`config.mk`:
```
export PLATFORM = sky130hd
export DESIGN_NAME = rasterizer_mem_arbiter
export DESIGN_NICKNAME = d
export VERILOG_FILES = /design/src/rtl/rasterizer_mem_arbiter.sv
export SDC_FILE = /design/constraint.sdc
export NUM_CORES = 1
export LEC_CHECK = 0
export ABC_AREA = 1
export CORE_AREA = 2 2 114 116
export CTS_BUF_LIST = sky130_fd_sc_hd__clkbuf_4
export DETAILED_ROUTE_END_ITERATION = 16
export DIE_AREA = 0 0 116 118
export GPL_ROUTABILITY_DRIVEN = 0
export GPL_TIMING_DRIVEN = 0
export HOLD_SLACK_MARGIN = 0.1
export PLACE_DENSITY = 0.75
export SYNTH_ARGS = -nofsm -noshare
export SYNTH_HDL_FRONTEND = slang
export SYNTH_SLANG_ARGS = --single-unit
export TNS_END_PERCENT = 10
```
`constraint.sdc`:
```
create_clock -name clock -period 4.2 [get_ports clock]
set_clock_uncertainty 0.05 [all_clocks]
set_input_delay 1.05 -clock clock [delete_from_list [all_inputs] [get_ports clock]]
set_output_delay 1.05 -clock clock [all_outputs]
set_load 0.01 [all_outputs]
```
`src/rtl/rasterizer_mem_arbiter.sv`:
```
// rtl/rasterizer_mem_arbiter.sv - two-port round-robin Avalon-MM arbiter with burst hold and read tagging
module rasterizer_mem_arbiter #(
  parameter int MAX_HOLD = 16,
  parameter int TAG_LOG2 = 4
) (
  input  logic        clock,
  input  logic        reset,
  input  logic [25:0] s0_address,
  input  logic        s0_read,
  input  logic        s0_write,
  input  logic [3:0]  s0_byteenable,
  input  logic [31:0] s0_writedata,
  output logic [31:0] s0_readdata,
  output logic        s0_readdatavalid,
  output logic        s0_waitrequest,
  input  logic [25:0] s1_address,
  input  logic        s1_read,
  input  logic        s1_write,
  input  logic [3:0]  s1_byteenable,
  input  logic [31:0] s1_writedata,
  output logic [31:0] s1_readdata,
  output logic        s1_readdatavalid,
  output logic        s1_waitrequest,
  output logic [25:0] m_address,
  output logic        m_read,
  output logic        m_write,
  output logic [3:0]  m_byteenable,
  output logic [31:0] m_writedata,
  input  logic [31:0] m_readdata,
  input  logic        m_readdatavalid,
  input  logic        m_waitrequest,
  output logic        err_unexpected
);
  localparam int DEPTH = 1 << TAG_LOG2;
  localparam logic [TAG_LOG2:0] FULL_COUNT = (TAG_LOG2 + 1)'(DEPTH);
  localparam logic [4:0] HOLD_LAST = 5'(MAX_HOLD - 1);

  typedef enum logic [1:0] {IDLE, GRANT0, GRANT1} state_t;

  state_t state, state_next;
  logic last, last_next;
  logic [4:0] hold, hold_next;

  logic [DEPTH-1:0] tag_mem;
  logic [TAG_LOG2-1:0] wr_ptr, rd_ptr;
  logic [TAG_LOG2:0] count;
  logic err_q;

  logic req0, req1, granted, gport, own_req, other_req;
  logic sel_read, sel_write, fifo_full, fifo_empty, block;
  logic accept, push, pop, head;
  state_t other_grant;

  assign req0 = s0_read | s0_write;
  assign req1 = s1_read | s1_write;
  assign granted = (state != IDLE);
  assign gport = (state == GRANT1);
  assign own_req = gport ? req1 : req0;
  assign other_req = gport ? req0 : req1;
  assign other_grant = gport ? GRANT0 : GRANT1;

  assign sel_read = gport ? s1_read : s0_read;
  assign sel_write = gport ? s1_write : s0_write;
  assign fifo_full = (count == FULL_COUNT);
  assign fifo_empty = (count == '0);
  // A read with no free tag is held off; writes need no tag and pass.
  assign block = granted & sel_read & fifo_full;

  assign m_read = granted & sel_read & ~fifo_full;
  assign m_write = granted & sel_write;
  assign m_address = granted ? (gport ? s1_address : s0_address) : '0;
  assign m_byteenable = granted ? (gport ? s1_byteenable : s0_byteenable) : '0;
  assign m_writedata = granted ? (gport ? s1_writedata : s0_writedata) : '0;

  assign s0_waitrequest = (state == GRANT0) ? (m_waitrequest | block) : 1'b1;
  assign s1_waitrequest = (state == GRANT1) ? (m_waitrequest | block) : 1'b1;

  assign accept = (m_read | m_write) & ~m_waitrequest;
  assign push = accept & m_read;
  assign pop = m_readdatavalid & ~fifo_empty;
  assign head = tag_mem[rd_ptr];

  assign s0_readdata = m_readdata;
  assign s1_readdata = m_readdata;
  assign s0_readdatavalid = pop & ~head;
  assign s1_readdatavalid = pop & head;
  assign err_unexpected = err_q;

  always_comb begin
    state_next = state;
    last_next = last;
    hold_next = hold;
    case (state)
      IDLE: begin
        hold_next = '0;
        if (req0 && req1) state_next = last ? GRANT0 : GRANT1;
        else if (req0) state_next = GRANT0;
        else if (req1) state_next = GRANT1;
      end
      GRANT0, GRANT1: begin
        if (!own_req) begin
          state_next = other_req ? other_grant : IDLE;
          last_next = gport;
          hold_next = '0;
        end else if (accept && hold == HOLD_LAST) begin
          // Burst limit reached: yield only if someone is waiting.
          hold_next = '0;
          if (other_req) begin
            state_next = other_grant;
            last_next = gport;
          end
        end else if (accept) begin
          hold_next = hold + 5'd1;
        end
      end
      default: state_next = IDLE;
    endcase
  end

  always_ff @(posedge clock or negedge reset) begin
    if (!reset) begin
      state <= IDLE;
      last <= 1'b1;
      hold <= '0;
      tag_mem <= '0;
      wr_ptr <= '0;
      rd_ptr <= '0;
      count <= '0;
      err_q <= 1'b0;
    end else begin
      state <= state_next;
      last <= last_next;
      hold <= hold_next;
      if (push) begin
        tag_mem[wr_ptr] <= gport;
        wr_ptr <= wr_ptr + 1'b1;
      end
      if (pop) rd_ptr <= rd_ptr + 1'b1;
      case ({push, pop})
        2'b10: count <= count + 1'b1;
        2'b01: count <= count - 1'b1;
        default: count <= count;
      endcase
      if (m_readdatavalid && fifo_empty) err_q <= 1'b1;
    end
  end
endmodule

```
======== Yosys cells after proc, flatten, opt, wreduce, memory -nomap -nowiden ========
Cells that the tools add are included.
storage, ports and cells
  output and inout bits ................... 133
  word-level logic and storage cells ...... 93
  bits in registers ....................... 38
  input port bits ......................... 164
cells by class
  reductions and logical operators ........ 13
  eq/ne operators ......................... 12
  add/sub/neg operators ................... 5
  muxes and demuxes ....................... 35
  bitwise operators ....................... 17
  $lt $le $gt $ge ......................... 3
operators with widths
  kind                   count
  $mux W32               2
  $mux W26               2
  $pmux W5 S2            2
  $mux W2                9
  $bwmux W16             1
  $mux W5                3
  $mux W1                11
  $add A5 B1 Y5 const B  2
  $lt A4 B5 Y1 const B   2
  $and A1 B1 Y1          9
  $add A4 B1 Y4 const B  2
  $mux W4                2
  $ne A4 B4 Y1 const B   2
  $ne A3 B3 Y1 const B   2
  $reduce_and A3 Y1      2
  $reduce_bool A2 Y1     3
  $eq A5 B4 Y1 const B   1
  $eq A5 B5 Y1 const B   1
  $logic_not A5 Y1       1
  $sub A5 B1 Y5 const B  1
  $bmux W1 S4            1
  $demux W1 S4           1
  $eq A2 B1 Y1 const B   2
  $eq A2 B2 Y1 const B   2
  other kinds (9)        19

======== Logic depth before layout (Yosys ltp) ========
Gate-level depths: netlist of run 1.
  word-level depth ........................ 10
  gate-level depth with buffers ........... 17
  gate-level depth less buffers ........... 15

======== Least setup slack after synthesis of run 1 ========
No wires, ideal clock.
  path kind ............................... input port to flip-flop
  start ................................... input port s1_read
  end ..................................... register count[4]
  arrival ................................. 2.687 ns
  data required time ...................... 4.085 ns
  path slack .............................. 1.398 ns
  setup time .............................. 0.065 ns
  path buffers ............................ 1
  stages on the path ...................... 15
  path through ............................ inv_1 nand2_4 nand2_2 nor2_4 nand3_2 buf_8 ha_1 xor2_1 ha_1 inv_1 nand2_1 a31oi_1 xor2_1 nand2_1 nand2_1
between the ends
  cells in the longest elaborated chain, start to end .. 8
  elaborated cells on any way between the ends .. 10
  classes of those cells .................. eq/ne (2); mux (2); bitwise (5); reduce/logical (1)
RTL lines
  item                                               line  source
  start: declaration                                 17    input logic s1_read,
  $mux W1 (*)                                        62    assign sel_read = gport ? s1_read : s0_read;
  $and A1 B1 Y1 (*) (2 in a row)                     69    assign m_read = granted & sel_read & ~fifo_full;
  $or A1 B1 Y1                                       78    assign accept = (m_read | m_write) & ~m_waitrequest;
  $and A1 B1 Y1                                      78
  $and A1 B1 Y1 (*)                                  79    assign push = accept & m_read;
  $eq A2 B1 Y1 or $eq A2 B2 Y1 (tied branches)       139   case ({push, pop})
  $pmux W5 S2 or $reduce_bool A2 Y1 (tied branches)  -
  end signal: assignment                             140   2'b10: count <= count + 1'b1;
  end signal: assignment                             141   2'b01: count <= count - 1'b1;
  end signal: assignment                             142   default: count <= count;
  end: declaration                                   46    logic [TAG_LOG2:0] count;
Every way passes the cells marked *; elsewhere a longest branch is shown, timed or not.
A chain may end at the register's enable or synchronous reset.

======== Worst setup path after layout of run 1 ========
  start ................................... register state[0]
  end ..................................... output port m_writedata[25]
between the ends
  cells in the longest elaborated chain, start to end .. 3
  elaborated cells on any way between the ends .. 4
  classes of those cells .................. eq/ne (1); mux (2); reduce/logical (1)
RTL lines
  item                      line  source
  start: declaration        40    state_t state, state_next;
  start signal: assignment  131   state <= state_next;
  $eq A2 B2 Y1              57    assign gport = (state == GRANT1);
  named net gport           49    logic req0, req1, granted, gport, own_req, other_req;
  $mux W32 (2 in a row)     73    assign m_writedata = granted ? (gport ? s1_writedata : s0_writedata) : '0;
  end: declaration          28    output logic [31:0] m_writedata,
The timed path passes the listed nets, and every way through them passes these cells.

==> results of run 1 <==
==> power groups by stage <==
stage          clock network [W]  registers, W  logic (W)
6_report                0.000194      0.000650    0.00299
5_1_grt                 0.000214      0.000668    0.00335
4_1_cts                 0.000199      0.000647    0.00303
3_5_place_dp                   0      0.000654    0.00300
3_3_place_gp                   0      0.000650    0.00298
2_1_floorplan                  0      0.000618    0.00163
==> placed cells by master (no fill, tap or decap), drive strengths merged <==
cell type / instances
o21ai: 94
clkdlybuf4s50: 263
a21oi: 8
dfstp: 1
a31oi: 1
xor2: 10
nand3: 17
dfrtp: 37
nand2: 89
a21o: 1
ha: 14
clkinv: 2
and3: 1
nor2: 161
inv: 39
nand4: 5
clkbuf: 23
buf: 74
o211ai: 5
xnor2: 2
nand3b: 1
nor3: 1
==> layout make-up <==
type / instances / area, sq um / share of cell area [%]
sequential: 38 / 952 / 14.2
multi-input combinational: 410 / 2060 / 30.8
buffer: 90 / 616 / 9.21
tap: 172 / 215 / 3.22
clock inverter: 2 / 8.76 / 0.131
inverter: 39 / 149 / 2.23
clock buffer: 6 / 45.0 / 0.674
timing repair buffer: 264 / 2640 / 39.5
==> final timing paths <==
path                                                 start                         end  slack [ns]  cells after the start
worst max-delay path                  state[0]$_DFFE_PN0P_             m_writedata[25]        0.23                     10
worst min-delay path            err_unexpected$_DFFE_PN0P_  err_unexpected$_DFFE_PN0P_        0.42                      1
worst max register to register        state[0]$_DFFE_PN0P_        count[4]$_DFFE_PN0P_        1.42                     17
worst min register to register  err_unexpected$_DFFE_PN0P_  err_unexpected$_DFFE_PN0P_        0.42                      1
max in group asynchronous                            reset        state[0]$_DFFE_PN0P_        2.82                      1
min in group asynchronous                            reset        count[3]$_DFFE_PN0P_        0.75                      1
==> state kept, by name, indices dropped and copies added (netlist names) <==
signal / flops
err_unexpected: 1
wr_ptr: 4
tag_mem: 16
last: 1
rd_ptr: 4
state: 2
count: 5
hold: 5
==> metrics by stage <==
stage	setup slack, ns	utilization (%)	total power [W]	area (sq um)
floorplan	1.40	-	0.00225	3770
global placement	0.491	53.4	0.00363	6630
detailed placement	0.489	53.4	0.00365	6630
CTS	0.139	53.8	0.00387	6680
global route	0.0149	53.8	0.00423	6680
finish	0.229	53.8	0.00384	6680
==> per-layer routing <==
| metal | GRT usage, % | routed length [um] |
|---|---|---|
| met1 | 29.0 | 6550 |
| met2 | 40.1 | 8140 |
| met3 | 10.2 | 1660 |
| met4 | 4.24 | 179 |
| met5 | 0 | 13 |
==> kinds of logic (layout without fill, tap and decap cells) <==
family          Yosys count  count (layout)  synth area share, %
simple gates            275             275                 32.1
buf+inv                 129             401                 20.2
compound gates          109             109                 15.1
flops                    38              38                 25.2
fa+ha+maj                14              14                 4.64
xor+xnor                 12              12                 2.78
==> what timing repair did <==
action / in CTS / in global routing
hold buffers: 0 / 0
gates resized for setup: 0 / 2
setup endpoints to repair: 0 / 1
==> flow_summary_export.csv, run 1 <==
group,metric,value,unit
logic_synthesis,ys.flop_type,"dfrtp_1",
routing,wl_per_cell,16.2,um
logic_synthesis,synth-seq-cells,38,
clock_tree,cts_htree_levels,2,
floorplan,die_x,116,um
worst_setup_path,cp-start-kind,"register",
finish,syn_to_final_growth,77.0,%
flow_run,maxCapViolations,0,
routing,vias_per_cell,4.47,
grt,grt_max_degree,39,
power,internal_power,0.00195,W
clock_tree,post_cts_buffers,0,
logic_synthesis,yosys_warnings,0,
logic_synthesis,synth_common_cells,"154 x nor2_1, 78 x nand2_1, 73 x o21ai_0",
logic_synthesis,synth_edf_count,0,
floorplan,core_area,12400,sq um
floorplan,ios,297,
floorplan,initial_core_util,30.4,%
floorplan,rows,41,
grt,grt_pass1_vias,4542,
place,dp_hpwl,13.9,mm
timing,fin_crit,3.97,ns
worst_setup_path,worst-path-buf-inv,7,
worst_setup_path,critPathKind,"register to output port",
logic_synthesis,syn_inst,577,
timing,fin_setup_tns,0,ns
timing,holdWs,0.417,ns
finish,fin_nets,1026,
timing,hold_violations,0,
logic_synthesis,yosysUniqueCellTypes,35,
power,ir_drop,292,uV
grt,grt_overflow,0,
logic_synthesis,netlist_area,3770,sq um
logic_synthesis,yosysSeqAreaShare,25.2,%
logic_synthesis,synth.most_common_cell,"nor2_1",
place,port_buffers,264,
worst_setup_path,crit_fanout,10,
status,status,"complete, no violations",
logic_synthesis,yosys-top-cells-area,"dfrtp_1 25%, nor2_1 15%, buf_4 13%",
routing,initialDrtViolationCount,296,
timing,max_slew_margin,43.0,%
clock_tree,insertion_delay,0.35,ns
timing,worstMarginPinSlew,0.854,ns
power,p_switching,0.00189,W
logic_synthesis,synth_top_area_share,24.5,%
logic_synthesis,yosysTopAreaCell,"dfrtp_1",
floorplan,die_area,13700,sq um
routing,finalWirelength,16.5,mm
power,p_seq_share,16.9,%
worst_setup_path,critical_path.top_delay_family,"buffers and inverters",
logic_synthesis,synth_fp_nets,755,
timing,fin_crit_sh,94.6,%
timing,slew_viol_final,0,
power,p_per_area,574,nW/um^2
worst_setup_path,slowest_stage,"clkdlybuf4s50_1",
routing,dr.pass1.iters,4,
grt,grt.total_usage,24.0,%
clock_tree,cts_sinks,38,
power,power.leakage,2.99,nW
logic_synthesis,ys_async_sr_fraction,100,%
timing,rsz0062_at_grt,"false",
power,pwr-share-comb,78.0,%
finish,drive_gt1_share,13.1,%
routing,routed-via-count,4559,
clock_tree,clkTransAtPathRegs,0.11,ns
worst_setup_path,crit_chain,"inv_1, ha_1, buf_6, buf_6, inv_4, buf_4, buf_2, nor2_1, nor2_1, clkdlybuf4s50_1",
logic_synthesis,avgSynthCellArea,6.54,sq um
grt,grt_pass1_wl,25.2,mm
finish,antenna_cells,0,
clock_tree,root_buffer,"clkbuf_4",
grt,antenna_found_initial,2,
routing,final_antenna_net_count,0,
finish,final_cell_count_no_fill,1021,
worst_setup_path,cp.arrival,2.87,ns
power,pwr-share-clk,5.1,%
clock_tree,cts_tree,"built",
worst_setup_path,critPathCaptureType,"output port",
timing,setup_violations,0,
routing,post-route-drc-count,0,
clock_tree,cts_buffers,5,
timing,max_freq,0.252,GHz
worst_setup_path,required,3.10,ns
worst_setup_path,cpPeakStageDelay,0.63,ns
clock_tree,cts_buffer_depth,2,
power,swShare,49.2,%
floorplan,die_h,118,um
place,dp.cells,1013,
finish,fill_cells,1203,
worst_hold_path,worstHoldPathType,"register to register",
(Power assumes the default switching activity.)
==> run 2: changes to the inputs <==
CAP_MARGIN = 20   (was not set)
clock period = 5.2 ns   (was 4.2 ns; I/O delays follow)
==> flow_summary_export.csv, run 2 (synthesis gave the netlist of run 1 again) <==
group,metric,value,unit
worst_setup_path,worstReg2RegStart,"state[0]$_DFFE_PN0P_",
routing,finalWirelength,16.6,mm
clock_tree,cts_sinks,38,
power,internal_power,0.00157,W
grt,grt_max_degree,39,
worst_hold_path,whs_endpoint,"err_unexpected$_DFFE_PN0P_",
worst_setup_path,critPathCaptureType,"output port",
grt,grt_overflow,0,
power,p_switching,0.00152,W
floorplan,initial_core_util,30.4,%
grt,grt.total_usage,24.0,%
clock_tree,post_cts_buffers,0,
worst_setup_path,required,3.85,ns
clock_tree,insertion_delay,0.35,ns
clock_tree,cts_tree,"built",
timing,hold_violations,0,
routing,wl_per_cell,16.2,um
routing,initialDrtViolationCount,290,
routing,routed-via-count,4545,
floorplan,rows,41,
finish,fin_nets,1026,
place,dp_hpwl,13.9,mm
power,ir_drop,235,uV
place,port_buffers,264,
flow_run,maxCapViolations,0,
power,swShare,49.2,%
timing,max_freq,0.236,GHz
timing,fin_setup_tns,0,ns
finish,fill_cells,1204,
finish,fin_area,6680,sq um
worst_setup_path,cp.arrival,2.89,ns
clock_tree,root_buffer,"clkbuf_4",
worst_setup_path,reg2reg_depth,17,
worst_setup_path,worst-path-buf-inv,5,
finish,regMostFlops,"tag_mem",
routing,dr.pass1.iters,5,
worst_setup_path,cp-start-kind,"register",
status,status,"complete, no violations",
finish,drive_gt1_share,13.0,%
floorplan,ios,297,
finish,final_cell_mix,"263 x clkdlybuf4s50_1, 154 x nor2_1, 78 x nand2_1",
timing,max_slew_margin,42.4,%
clock_tree,cts_buffer_depth,2,
clock_tree,cts_buffers,5,
floorplan,core_area,12400,sq um
power,power.leakage,2.99,nW
worst_hold_path,hp-start,"err_unexpected$_DFFE_PN0P_",
timing,setup_violations,0,
clock_tree,cts_htree_levels,2,
worst_hold_path,worstHoldPathType,"register to register",
power,pwr-share-comb,78.0,%
worst_setup_path,crit_fanout,10,
timing,slew_viol_final,0,
finish,syn_to_final_growth,77.0,%
finish,reg.largest.list,"tag_mem: 16 flops, count: 5 flops, hold: 5 flops",
clock_tree,postCtsHoldBufs,0,
floorplan,die_x,116,um
worst_setup_path,crit_chain,"inv_1, ha_1, inv_2, buf_2, clkbuf_1, o21ai_0, nor2_1, clkdlybuf4s50_1",
place,place_ws,0.989,ns
grt,grt_pass1_vias,4542,
power,pwr-share-clk,5.1,%
clock_tree,cts_resized,0,
grt,antenna_found_initial,2,
timing,worstMarginPinSlew,0.864,ns
timing,timing.final.ws_setup,0.958,ns
worst_setup_path,r2r_end,"count[4]$_DFFE_PN0P_",
routing,post-route-drc-count,0,
floorplan,die_h,118,um
finish,final_common_cell,"clkdlybuf4s50_1",
worst_setup_path,cpPeakStageDelay,0.63,ns
power,p_seq_share,17.0,%
place,placed_cell_area,6630,sq um
finish,antenna_cells,0,
routing,vias_per_cell,4.45,
timing,rsz0062_at_grt,"false",
finish,largest_register_ff_count,16,
worst_setup_path,reg2reg_slack,2.43,ns
worst_hold_path,hold_depth,1,
power,p_per_area,463,nW/um^2
floorplan,die_area,13700,sq um
place,dp.cells,1013,
timing,fin_crit_sh,81.6,%
worst_setup_path,slowest_stage,"clkdlybuf4s50_1",
worst_setup_path,critical_path.top_delay_family,"buffers and inverters",
clock_tree,clkTransAtPathRegs,0.11,ns
grt,grt_pass1_wl,25.2,mm
routing,final_antenna_net_count,0,
timing,fin_crit,4.24,ns
worst_setup_path,critPathKind,"register to output port",
finish,final_cell_count_no_fill,1021,
power,design_power_total,0.00309,W
-- run 2: cell counts in the layout (fill, tap and decap cells not counted) --
No cell type changed its count.
-- run 2: per-layer routing --
layer	vias to the layer above	global-route usage (%)	routed length, um
li1	2315	-	-
met5	-	0	13
met4	2	4.24	179
met1	2074	29.0	6650
met2	140	40.1	8140
met3	14	10.2	1570
-- run 2: how the worst max path moves through the flow --
stage	slack [ns]	depth (start not counted)	end	startpoint
6_report	0.96	8	m_writedata[25]	state[0]$_DFFE_PN0P_
5_1_grt	0.72	8	m_writedata[25]	state[0]$_DFFE_PN0P_
4_1_cts	0.89	10	m_writedata[25]	state[0]$_DFFE_PN0P_
3_5_place_dp	0.99	6	m_read	s1_read
3_3_place_gp	0.99	6	m_read	s1_read
2_1_floorplan	2.06	6	s0_waitrequest	s1_read
-- run 2: stage by stage --
stage                     utilization, %  hold slack (ns)
after floorplan                        -            0.397
after global placement              53.4            0.389
after detailed placement            53.4            0.396
after CTS                           53.8            0.424
after global routing                53.8            0.437
final                               53.8            0.417
-- run 2: power by group through the flow --
stage	sequential (W)	clock [W]	combinational, W
floorplan	0.000499	0	0.00132
global placement	0.000525	0	0.00241
CTS	0.000522	0.000160	0.00244
detailed placement	0.000529	0	0.00242
global route	0.000540	0.000173	0.00270
finish	0.000525	0.000157	0.00241
-- run 2: cell type report --
type                       count  area [sq um]  area share (%)
tap                          172           215            3.22
multi-input combinational    410          2060            30.8
inverter                      39           149            2.23
sequential                    38           952            14.3
clock inverter                 2          8.76           0.131
clock buffer                   6          45.0           0.674
buffer                        90           614            9.19
timing repair buffer         264          2640            39.5
